File: config.mk
export PLATFORM = sky130hd
export DESIGN_NAME = npc_sequencer
export DESIGN_NICKNAME = d
export VERILOG_FILES = /design/src/rtl/npc_pkg.sv /design/src/rtl/npc_target_calc.sv /design/src/rtl/npc_sequencer.sv
export SDC_FILE = /design/constraint.sdc
export NUM_CORES = 1
export LEC_CHECK = 0
export ABC_AREA = 1
export CORE_ASPECT_RATIO = 2
export CORE_UTILIZATION = 29
export DETAILED_ROUTE_END_ITERATION = 16
export RECOVER_POWER = 25
export SLEW_MARGIN = 30
export SYNTH_ARGS = -nofsm -noshare
export SYNTH_HDL_FRONTEND = slang
export SYNTH_SLANG_ARGS = --single-unit
File: constraint.sdc
create_clock -name clk -period 4.8 [get_ports clk]
set_input_delay 0.96 -clock clk [delete_from_list [all_inputs] [get_ports clk]]
set_output_delay 0.96 -clock clk [all_outputs]
set_load 0.05 [all_outputs]
File: src/rtl/npc_pkg.sv
// Shared types and defaults for the next-PC sequencer: FSM states,
// reset/exception addresses and the redirect request-select encoding.
package npc_pkg;

  localparam logic [31:0] NPC_RESET_PC   = 32'h0000_3000;
  localparam logic [31:0] NPC_EXC_VECTOR = 32'h0000_4180;

  typedef enum logic {
    SEQ  = 1'b0,
    SLOT = 1'b1
  } npc_state_t;

  typedef enum logic [2:0] {
    SEL_SEQ  = 3'd0,
    SEL_BR   = 3'd1,
    SEL_J    = 3'd2,
    SEL_JR   = 3'd3,
    SEL_EXC  = 3'd4,
    SEL_ERET = 3'd5
  } npc_sel_t;

endpackage

File: src/rtl/npc_target_calc.sv
// Combinational target arithmetic: PC+4, pseudo-direct jump target and
// PC-relative branch target, all 32-bit wrapping.
module npc_target_calc (
  input  logic [31:0] pc_out,
  input  logic [25:0] jump_idx,
  input  logic [15:0] branch_off,
  output logic [31:0] pc_plus4,
  output logic [31:0] j_target,
  output logic [31:0] br_target
);

  assign pc_plus4  = pc_out + 32'd4;
  assign j_target  = {pc_plus4[31:28], jump_idx, 2'b00};
  assign br_target = pc_plus4 + {{14{branch_off[15]}}, branch_off, 2'b00};

endmodule

File: src/rtl/npc_sequencer.sv
// Program counter owner: fixed-priority redirect select, optional branch
// delay slot, registered redirect / addr_err pulses.
//
//   state | meaning
//   SEQ   | normal fetch; redirects accepted
//   SLOT  | fetching the delay slot; pending target loads next
module npc_sequencer
  import npc_pkg::*;
#(
  parameter logic [31:0] RESET_PC   = NPC_RESET_PC,
  parameter logic [31:0] EXC_VECTOR = NPC_EXC_VECTOR,
  parameter int          DELAY_SLOT = 1
) (
  input  logic        clk,
  input  logic        reset,
  input  logic        stall,
  input  logic        jump_req,
  input  logic [25:0] jump_idx,
  input  logic        branch_req,
  input  logic        branch_taken,
  input  logic [15:0] branch_off,
  input  logic        jr_req,
  input  logic [31:0] jr_addr,
  input  logic        exc_req,
  input  logic        eret_req,
  input  logic [31:0] epc,
  output logic [31:0] pc_out,
  output logic [31:0] pc_plus4,
  output logic        redirect,
  output logic        in_slot,
  output logic        addr_err
);

  npc_state_t  state, state_next;
  npc_sel_t    sel;
  logic [31:0] j_target, br_target, target;
  logic [31:0] pend_target, pend_next, pc_next;
  logic        slot_next, redirect_next, addr_err_next, misaligned;

  npc_target_calc u_calc (
    .pc_out    (pc_out),
    .jump_idx  (jump_idx),
    .branch_off(branch_off),
    .pc_plus4  (pc_plus4),
    .j_target  (j_target),
    .br_target (br_target)
  );

  // Control transfers are only accepted in SEQ; inside a slot they are dropped.
  always_comb begin
    sel = SEL_SEQ;
    if (exc_req)                              sel = SEL_EXC;
    else if (eret_req)                        sel = SEL_ERET;
    else if (state == SEQ) begin
      if (jr_req)                             sel = SEL_JR;
      else if (jump_req)                      sel = SEL_J;
      else if (branch_req && branch_taken)    sel = SEL_BR;
    end
  end

  assign misaligned = (sel == SEL_JR   && jr_addr[1:0] != 2'b00) ||
                      (sel == SEL_ERET && epc[1:0]     != 2'b00);

  always_comb begin
    case (sel)
      SEL_JR:  target = jr_addr;
      SEL_J:   target = j_target;
      SEL_BR:  target = br_target;
      default: target = pc_plus4;
    endcase
  end

  always_comb begin
    pc_next       = pc_plus4;
    state_next    = state;
    pend_next     = pend_target;
    slot_next     = 1'b0;
    redirect_next = 1'b0;
    addr_err_next = 1'b0;
    if (misaligned || sel == SEL_EXC || sel == SEL_ERET) begin
      pc_next       = (misaligned || sel == SEL_EXC) ? EXC_VECTOR : epc;
      state_next    = SEQ;
      pend_next     = '0;
      redirect_next = 1'b1;
      addr_err_next = misaligned;
    end else if (sel != SEL_SEQ) begin
      if (DELAY_SLOT != 0) begin
        pend_next  = target;
        state_next = SLOT;
        slot_next  = 1'b1;
      end else begin
        pc_next       = target;
        redirect_next = 1'b1;
      end
    end else if (state == SLOT) begin
      pc_next       = pend_target;
      state_next    = SEQ;
      pend_next     = '0;
      redirect_next = 1'b1;
    end
  end

  always_ff @(posedge clk) begin
    if (reset) begin
      state       <= SEQ;
      pc_out      <= RESET_PC;
      pend_target <= '0;
      redirect    <= 1'b0;
      in_slot     <= 1'b0;
      addr_err    <= 1'b0;
    end else if (stall) begin
      redirect <= 1'b0;
      addr_err <= 1'b0;
    end else begin
      state       <= state_next;
      pc_out      <= pc_next;
      pend_target <= pend_next;
      redirect    <= redirect_next;
      in_slot     <= slot_next;
      addr_err    <= addr_err_next;
    end
  end

endmodule

# Word level (Yosys, flattened, before mapping)
# Index checks and enable logic that the tools add are counted.
# word_totals
elab_cells	46
register_bits	67
out_inout_bits	67
in_bits	115
# classes
n_eq_ne	5
mux	19
bitwise_logic	2
n_addsub	2
reduce_logical	13
# op_table
operator	count
2-to-1 mux 32 bit	7
case mux 32 bit (3 select lines)	1
adder 32 x 3 -> 32 bit, second input constant	1
adder 32 bit	1
== test 3 x 2 -> 1 bit, second input constant	2
== test 3 bit, second input constant	2
2-to-1 mux 1 bit	6
2-to-1 mux 2 bit	3
2-to-1 mux 3 bit	2
nonzero test 3 bit	2
nonzero test 2 bit	2
== test 3 x 1 -> 1 bit, second input constant	1
logical AND 1 bit	3
logical OR 1 bit	3
OR reduction 3 bit	1
inverter 1 bit	2
AND reduction 2 bit	1
OR reduction 2 bit	1

# Logic depth before layout (Yosys ltp)
# Gate-level depths: netlist (run 1).
# depth
ltp_word	14
depth_mapped	24

# By module
# Synthesis (run 1) repeated with hierarchy kept, for this count alone.
# hier_totals
cells_unflattened	1222
area_unflattened_um2	7180.6
# by_module_without_submodules
mod	n_inst	area_per_inst_um2	cells_each	seq_area_each_um2
npc_sequencer	1	4152.7	660	1341.3
npc_target_calc	1	3027.9	562	0.0

# Worst setup path after synthesis (run 1)
# OpenSTA, ideal clock, no wires.
# synth_path
path_type	register -> register
start	register pc_out[2]
end	register pend_target[12]
setup_time_ps	132
period_less_slack_ps	3987
arrival_time_ps	3855
path_slack_ps	813
path_stages_with_launch	15
cell_sequence	dfxtp_1 inv_1 nor2_1 nand2_1 xnor2_1 ha_1 nand2_1 nand2_1 a21oi_1 nand3_1 or2_2 nand3_1 nand3_1 o21ai_0 a21oi_1
# synth_between
elab_chain_len	5
# synth_lines
element	line_no	rtl
start, declared	npc_sequencer.sv:27	output logic [31:0] pc_out,
start signal, assigned	npc_sequencer.sv:116	pc_out <= pc_next;
adder 32 x 3 -> 32 bit	npc_target_calc.sv:12	assign pc_plus4 = pc_out + 32'd4;
via pc_plus4[2]	npc_sequencer.sv:28	output logic [31:0] pc_plus4,
adder 32 bit	npc_target_calc.sv:14	assign br_target = pc_plus4 + {{14{branch_off[15]}}, branch_off, 2'b00};
case mux 32 bit (3 select lines)	npc_sequencer.sv:65	case (sel)
2-to-1 mux 32 bit	npc_sequencer.sv:86	end else if (sel != SEL_SEQ) begin
2-to-1 mux 32 bit	npc_sequencer.sv:80	if (misaligned || sel == SEL_EXC || sel == SEL_ERET) begin
end signal, assigned	npc_sequencer.sv:117	pend_target <= pend_next;
end, declared	npc_sequencer.sv:37	logic [31:0] pend_target, pend_next, pc_next;
# The timed path passes the listed nets, and every way through them passes these cells.
# A chain may end at the register's enable or synchronous reset.

# Worst setup path after layout (run 1)
# layout_path
start	register pc_out[2]
end	output pc_plus4[24]
# layout_between
elab_chain_len	1
# layout_lines
element	line_no
adder 32 x 3 -> 32 bit	npc_target_calc.sv:12
end, declared	npc_sequencer.sv:28
# Every way passes these cells.

==> metrics.md, run 1 <==
| Metric | Value |
|---|---|
| Final nets | approximately 1500 |
| Final Hold Fails | 0 |
| Async set or reset register ratio after synthesis | 0% |
| Drt pass-1 iters | 5 |
| Total wire length | 27.7 mm |
| RSZ-0062 raised after global routing | false |
| Pwr per Cell Area | between 200 and 250 nW/um^2 |
| Worst-path clk slew | 0.05 ns |
| Cell variety after synth | 37 |
| First DRT Iteration DRCs | just under 400 |
| Via total after detailed routing | just under 8000 |
| Post-cts sizing count | 0 |
| Worst Skew | 0.00474 ns |
| RR Endpoint | pend_target[15]$_SDFFE_PP0P_ |
| Number of port buffers | 181 |
| Initial core utilization | 29.4% |
| CTS buffer count | 9 |
| Critical Path Fanout Max | 7 |
| Final Cycle Share | 84.3% |
| Gp weighted congestion | 0.933 |
| LEAKAGE | 4.07 nW |
| Clk root buf | clkbuf_16 |
| CP Data Required Time | between 3 and 4 ns |
| Status | complete, no violations |
| First-pass GRT wire length | 40.9 mm |
| YS warnings | 0 |
| Max Clk Rate | 247 MHz |
| Final min period | 4.05 ns |
| Clock H-tree levels | 3 |
| Postcts setup bufs | 0 |
| Crit-path max cell delay | 0.89 ns |
| Ys flop type | dfxtp_1 |
| DP Wirelength | 22.7 mm |
| Worst path depth | 10 |
| Cell at the slowest stage of the critical path | clkdlybuf4s50_1 |
| N_diodes | 0 |
| Max-cap violations | 0 |
| Slew margin rel. | 39.1% |
| DIE AREA | ~23000 um^2 |
| Antenna-violating nets left | 0 |
| Syn Inst Count | roughly 1200 |
| FF-to-FF path depth | 16 |
| Die W | 108 um |
| CTS tree | done |
| R2R Setup Slk | slightly below 1 ns |
| Pre-CTS WS | between 0.7 and 0.8 ns |
| Bufs on Longest Clock Path | 2 |
| R2R Path Start | pc_out[2]$_SDFFE_PP0N_ |
| Post-synth EDFFs | 0 |
| Final global-route overflow total | 0 |
| Critical Path Start | pc_out[2]$_SDFFE_PP0N_ |
| GRT Resource Usage Total | 23.9% |
| Finish-stage setup viols | 0 |
| # clock sinks | 67 |
| Initial antenna violation count | 0 |
| Number of synthesized register bits | 67 |
| Cell breakdown of the critical path | ha_1 > nand2_1 > inv_1 > nand3_1 > nor2_1 > nand4_1 > o21bai_1 > nand2_1 > inv_1 > clkdlybuf4s50_1 |
| Vias per Instance | 4.99 |
| Pwr Total | just over 0.002 W |
| Hold Crit Start | pend_target[11]$_SDFFE_PP0P_ |
| Final worst slack | between 0.7 and 0.8 ns |
| Largest net degree at the start of global routing | 49 |
| Syn avg cell area | 5.62 um^2 |
| DRC violations left | 0 |
| Top delay family on crit path | buffers and inverters |
| Crit Path Class | reg -> out |
| Worst Setup EP | pc_plus4[24] |
| Hold Buf Count CTS | 0 |
| Rows | 77 |
| Worst path arrival time | 3.09 ns |
| Synth Net Count | about 1300 |
| Area Growth Syn to Fin | 35.9% |
| Least-Margin Pin Slew | 0.911 ns |
| Synthesized area | 6480 um^2 |
| Worst hold path type | reg -> reg |
| Slew Limit Fails | 0 |
| Boundary Pins | between 150 and 200 |
| Worst skew pair latency | around 0.34 ns |
| Crit end category | primary output |
| Worst path bufs/invs | 3 |
| Wirelength per Cell | 17.4 um |
| Post-route setup TNS | 0 ns |
| Die height | approximately 210 um |
| Vias in the first global route | ~7700 |
| Core area | 22100 um^2 |
| Sequential element share of the synthesized area | 20.7% |
| Max rail drop VDD | 0.176 mV |
| Layout cells sized above 1 | 4.09% |
| Critical Path Start Type | register |
-- stage by stage --
stage | utilization (%) | hold WS [ns] | area [um^2] | instances
final | 39.9 | 0.460 | 8810 | 1595
after global routing | 39.9 | 0.483 | 8810 | 1595
after CTS | 39.9 | 0.463 | 8810 | 1595
after detailed placement | 38.7 | 0.454 | 8530 | 1579
after global placement | 38.7 | 0.450 | 8530 | 1579
after floorplan | - | 0.441 | 6480 | 1153
-- routing by layer --
layer / vias up / track usage, % / part of all wire, %
met5: - / 0 / 0
met4: 0 / 14.2 / 5.4
met3: 74 / 1.61 / 4.0
met2: 268 / 46.1 / 54
met1: 3583 / 24.8 / 37
li1: 4029 / - / -
-- report_power, final --
group	switching (W)	internal, W	total [W]
Clock	0.000244	0.000377	0.000621
Sequential	0.0000340	0.000583	0.000617
Combinational	0.000493	0.000279	0.000772
-- placed cells by master (no fill, tap or decap), types with 2 or more instances in the layout --
cell type and n:
clkinv_2 2, o21a_1 2, inv_1 130, nand4_1 14
o211ai_1 6, a221oi_1 5, nor2_1 111, nand2_2 3
xnor2_1 4, a21oi_1 92, clkbuf_8 2, clkdlybuf4s50_1 148
inv_2 8, ha_1 34, nand2_1 408, clkbuf_16 9
nor2_2 4, a31oi_1 15, o21ai_1 9, dfxtp_1 67
xor2_1 19, buf_4 10, o21ai_0 57, or2_2 8
nand3_1 75, nand3b_1 7, a22o_1 2, nor2_4 3
o21ai_2 3, clkbuf_1 3, dlygate4sd3_1 33, o21bai_1 6
nor3_1 14
-- cells in the mapped netlist, types with 7 or more instances --
cell,number,area (um^2)
ha_1,34,425
clkbuf_1,20,75.1
nand3b_1,7,52.6
inv_1,130,488
a21oi_1,92,460
nor3_1,14,70.1
buf_2,13,65.1
nor2_1,111,417
or2_2,8,50.1
inv_2,8,30.0
xor2_1,19,166
nand3_1,75,375
o21ai_0,57,285
dfxtp_1,67,1340
o21ai_1,10,50.1
nand2_1,408,1530
nand4_1,14,87.6
a31oi_1,15,93.8
-- registers in the layout, indices dropped and copies added, names as in the netlist --
register,cells
pc_out,32
state,1
pend_target,32
addr_err,1
redirect,1
-- tightest hold or removal path, cell delays in order (launching register included) --
cell and delay (ns):
dfxtp_1 0.30, nand2_1 0.06, a21oi_1 0.05
-- kinds of logic (layout without fill, tap and decap cells) --
family | Yosys count | after routing | share of synthesized area [%]
AO/OA/AOI/OAI | 198 | 198 | 16.7
flip-flops | 67 | 67 | 20.7
AND/OR/NAND/NOR | 650 | 650 | 41.4
adder cells (fa/ha/maj) | 35 | 35 | 6.87
XOR/XNOR | 24 | 24 | 3.36
buffers and inverters | 179 | 345 | 11.0
-- how the worst min path moves through the flow --
| stage | slack, ns | cells past startpoint | to |
|---|---|---|---|
| after global placement | 0.45 | 2 | pend_target[11]$_SDFFE_PP0P_ |
| after CTS | 0.46 | 2 | pend_target[11]$_SDFFE_PP0P_ |
| after detailed placement | 0.45 | 2 | pend_target[11]$_SDFFE_PP0P_ |
| final | 0.46 | 2 | pend_target[11]$_SDFFE_PP0P_ |
| after global routing | 0.48 | 2 | pend_target[15]$_SDFFE_PP0P_ |
| after floorplan | 0.44 | 2 | pend_target[2]$_SDFFE_PP0P_ |
-- cell type report --
| class | instances | area (um^2) |
|---|---|---|
| clock buffers | 14 | 264 |
| clock inverters | 2 | 10.0 |
| fillers | 2429 | 13300 |
| inverters | 138 | 518 |
| multi-input cells | 907 | 4440 |
| flip-flops and latches | 67 | 1340 |
| well taps | 276 | 345 |
| repair buffers | 191 | 1890 |
Power figures use the tool's default switching activity.
==> inputs of run 2 (changes only) <==
==> constraint.sdc (replaced) <==
create_clock -name clk -period 4.2 [get_ports clk]
set_input_delay 0.84 -clock clk [delete_from_list [all_inputs] [get_ports clk]]
set_output_delay 0.84 -clock clk [all_outputs]
set_load 0.05 [all_outputs]
==> run 2 against run 1 <==
- routed wire length is 0.72% higher
- flip-flop and latch count stayed put
- setup slack worse by 0.53 ns
- clock skew is 0.0077 ns higher
- sequential power is 14% higher
- register-to-register slack worse by 0.61 ns
- clock power is 16% higher
- die area stayed put
- sequential share of layout area is 0.14 points lower
- combinational power is 15% higher
- first-iteration DRC count is 8.0% higher
- utilization is 0.37 points higher
- critical endpoint unchanged
- largest cell class unchanged
- largest power group unchanged
- highest routed layer unchanged
==> metrics.md, run 2 (synthesis gave the netlist of run 1 again) <==
| Metric | Value |
|---|---|
| Status | complete, no violations |
| Crit Path Class | reg -> out |
| Critical Path Fanout Max | 5 |
| CTS buffer count | 9 |
| GRT Resource Usage Total | roughly a quarter |
| Slew Limit Fails | 0 |
| RSZ-0062 raised after global routing | false |
| Total wire length | 27.9 mm |
| Initial core utilization | between 20 and 30% |
| Worst hold path type | reg -> reg |
| Die W | ~110 um |
| Die height | approximately 210 um |
| Crit end category | primary output |
| Final Hold Fails | 0 |
| Max Clk Rate | 251 MHz |
| DP Wirelength | 22.8 mm |
| Max rail drop VDD | between 0.2 and 0.25 mV |
| Vias in the first global route | 7911 |
| Clk root buf | clkbuf_16 |
| Gp weighted congestion | 0.957 |
| Slew margin rel. | approximately 44% |
| Worst Skew | 0.0124 ns |
| Most common cell after layout, fill and taps aside | nand2_1 |
| Wl on met1 | 10.3 mm |
| DRC violations left | 0 |
| Worst skew pair latency | 0.34 ns |
| CTS tree | done |
| Final Cycle Share | 94.7% |
| Critical Path Start Type | register |
| Final global-route overflow total | 0 |
| Fin util | 40.3% |
| Worst-path clk slew | 0.06 ns |
| Via total after detailed routing | 7968 |
| CP Data Required Time | between 3 and 4 ns |
| Critical Path Start | pc_out[6]$_SDFFE_PP0N_ |
| WL met2 | approximately 15 mm |
| Number of port buffers | 181 |
| Worst path arrival time | 3.14 ns |
| Rows | 77 |
| Least-Margin Pin Slew | roughly 0.84 ns |
| Hold Crit Start | pend_target[22]$_SDFFE_PP0P_ |
| Antenna-violating nets left | 0 |
| LEAKAGE | 4.12 nW |
| Initial antenna violation count | 1 |
| Pwr per Cell Area | 260 nW/um^2 |
| Max-cap violations | 0 |
| Area Growth Syn to Fin | 37.2% |
| DP Cell Count | 1590 |
| Final nets | 1475 |
| # clock sinks | 67 |
| Bufs on Longest Clock Path | 2 |
| Post-cts sizing count | 0 |
| Largest net degree at the start of global routing | between 40 and 50 |
| Drt pass-1 iters | 5 |
| Hold Buf Count CTS | 0 |
| Wirelength per Cell | 17.4 um |
| Clock H-tree levels | 3 |
| R2R Path Start | pc_out[6]$_SDFFE_PP0N_ |
| Finish-stage setup viols | 0 |
| Biggest regs | pc_out: 32 flops, pend_target: 32 flops |
| Highest routed layer | met4 |
| Non-filler instance count after layout | roughly 1600 |
| Post-route setup TNS | 0 ns |
| Vias per Instance | 4.96 |
| Final min period | 3.98 ns |
| Core area | ~22000 um^2 |
| Layout cells sized above 1 | 4.81% |
| First-pass GRT wire length | 41.9 mm |
| Routed met3 length | 1.11 mm |
| DIE AREA | 23000 um^2 |
| First DRT Iteration DRCs | 420 |
| Boundary Pins | 182 |
| Most frequent cells in the layout | nand2_1 (408), clkdlybuf4s50_1 (149), inv_1 (130) |
| Postcts setup bufs | 0 |
-- run 2: cell count changes in the layout (fill, tap and decap cells not counted), sizes merged --
cell / before / now
diode: 0 / 1
clkdlybuf4s50: 148 / 149
buf: 10 / 21
dlygate4sd3: 33 / 32
-- run 2: metal layers --
metal	global-route usage (%)	vias up
met5	0	-
met4	16.7	0
met3	2.10	81
met2	45.1	267
met1	25.6	3573
li1	-	4047
-- run 2: worst max-delay path, stage by stage, from the launching register on --
cell and delay (ns):
dfxtp_1 0.43, inv_1 0.08, nor3_1 0.33, nand3_1 0.22, nor2_1 0.25, nand4_1 0.21, o21bai_1 0.18, nand2_1 0.06
inv_1 0.13, clkdlybuf4s50_1 0.89
-- run 2: final timing paths --
path / cells past startpoint / slack [ns] / end
max: 9 / 0.22 / pc_plus4[24]
max reg2reg: 17 / 0.36 / pend_target[27]$_SDFFE_PP0P_
min: 2 / 0.46 / pend_target[22]$_SDFFE_PP0P_
min reg2reg: 2 / 0.46 / pend_target[22]$_SDFFE_PP0P_
-- run 2: final cells by class --
class / count / area [um^2]
Sequential cell: 67 / 1340
Antenna cell: 1 / 2.50
Inverter: 138 / 518
Clock buffer: 14 / 264
Timing Repair Buffer: 202 / 1970
Fill cell: 2406 / 13200
Clock inverter: 2 / 10.0
Multi-Input combinational cell: 907 / 4440
Tap cell: 276 / 345
-- run 2: power breakdown --
group,internal (W),switching [W]
logic,0.000326,0.000564
clock network,0.000431,0.000289
registers,0.000667,0.0000387
total,0.00142,0.000892
-- run 2: stage by stage --
step           instance area [um^2]  hold slack (ns)  setup slack (ns)  power, W
6_report                       8890            0.462             0.224   0.00231
5_1_grt                        8890            0.482            0.0373   0.00242
4_1_cts                        8890            0.462             0.224   0.00232
3_5_place_dp                   8620            0.452             0.414   0.00161
3_3_place_gp                   8620            0.449             0.364   0.00161
2_1_floorplan                  6480            0.441             0.213   0.00124
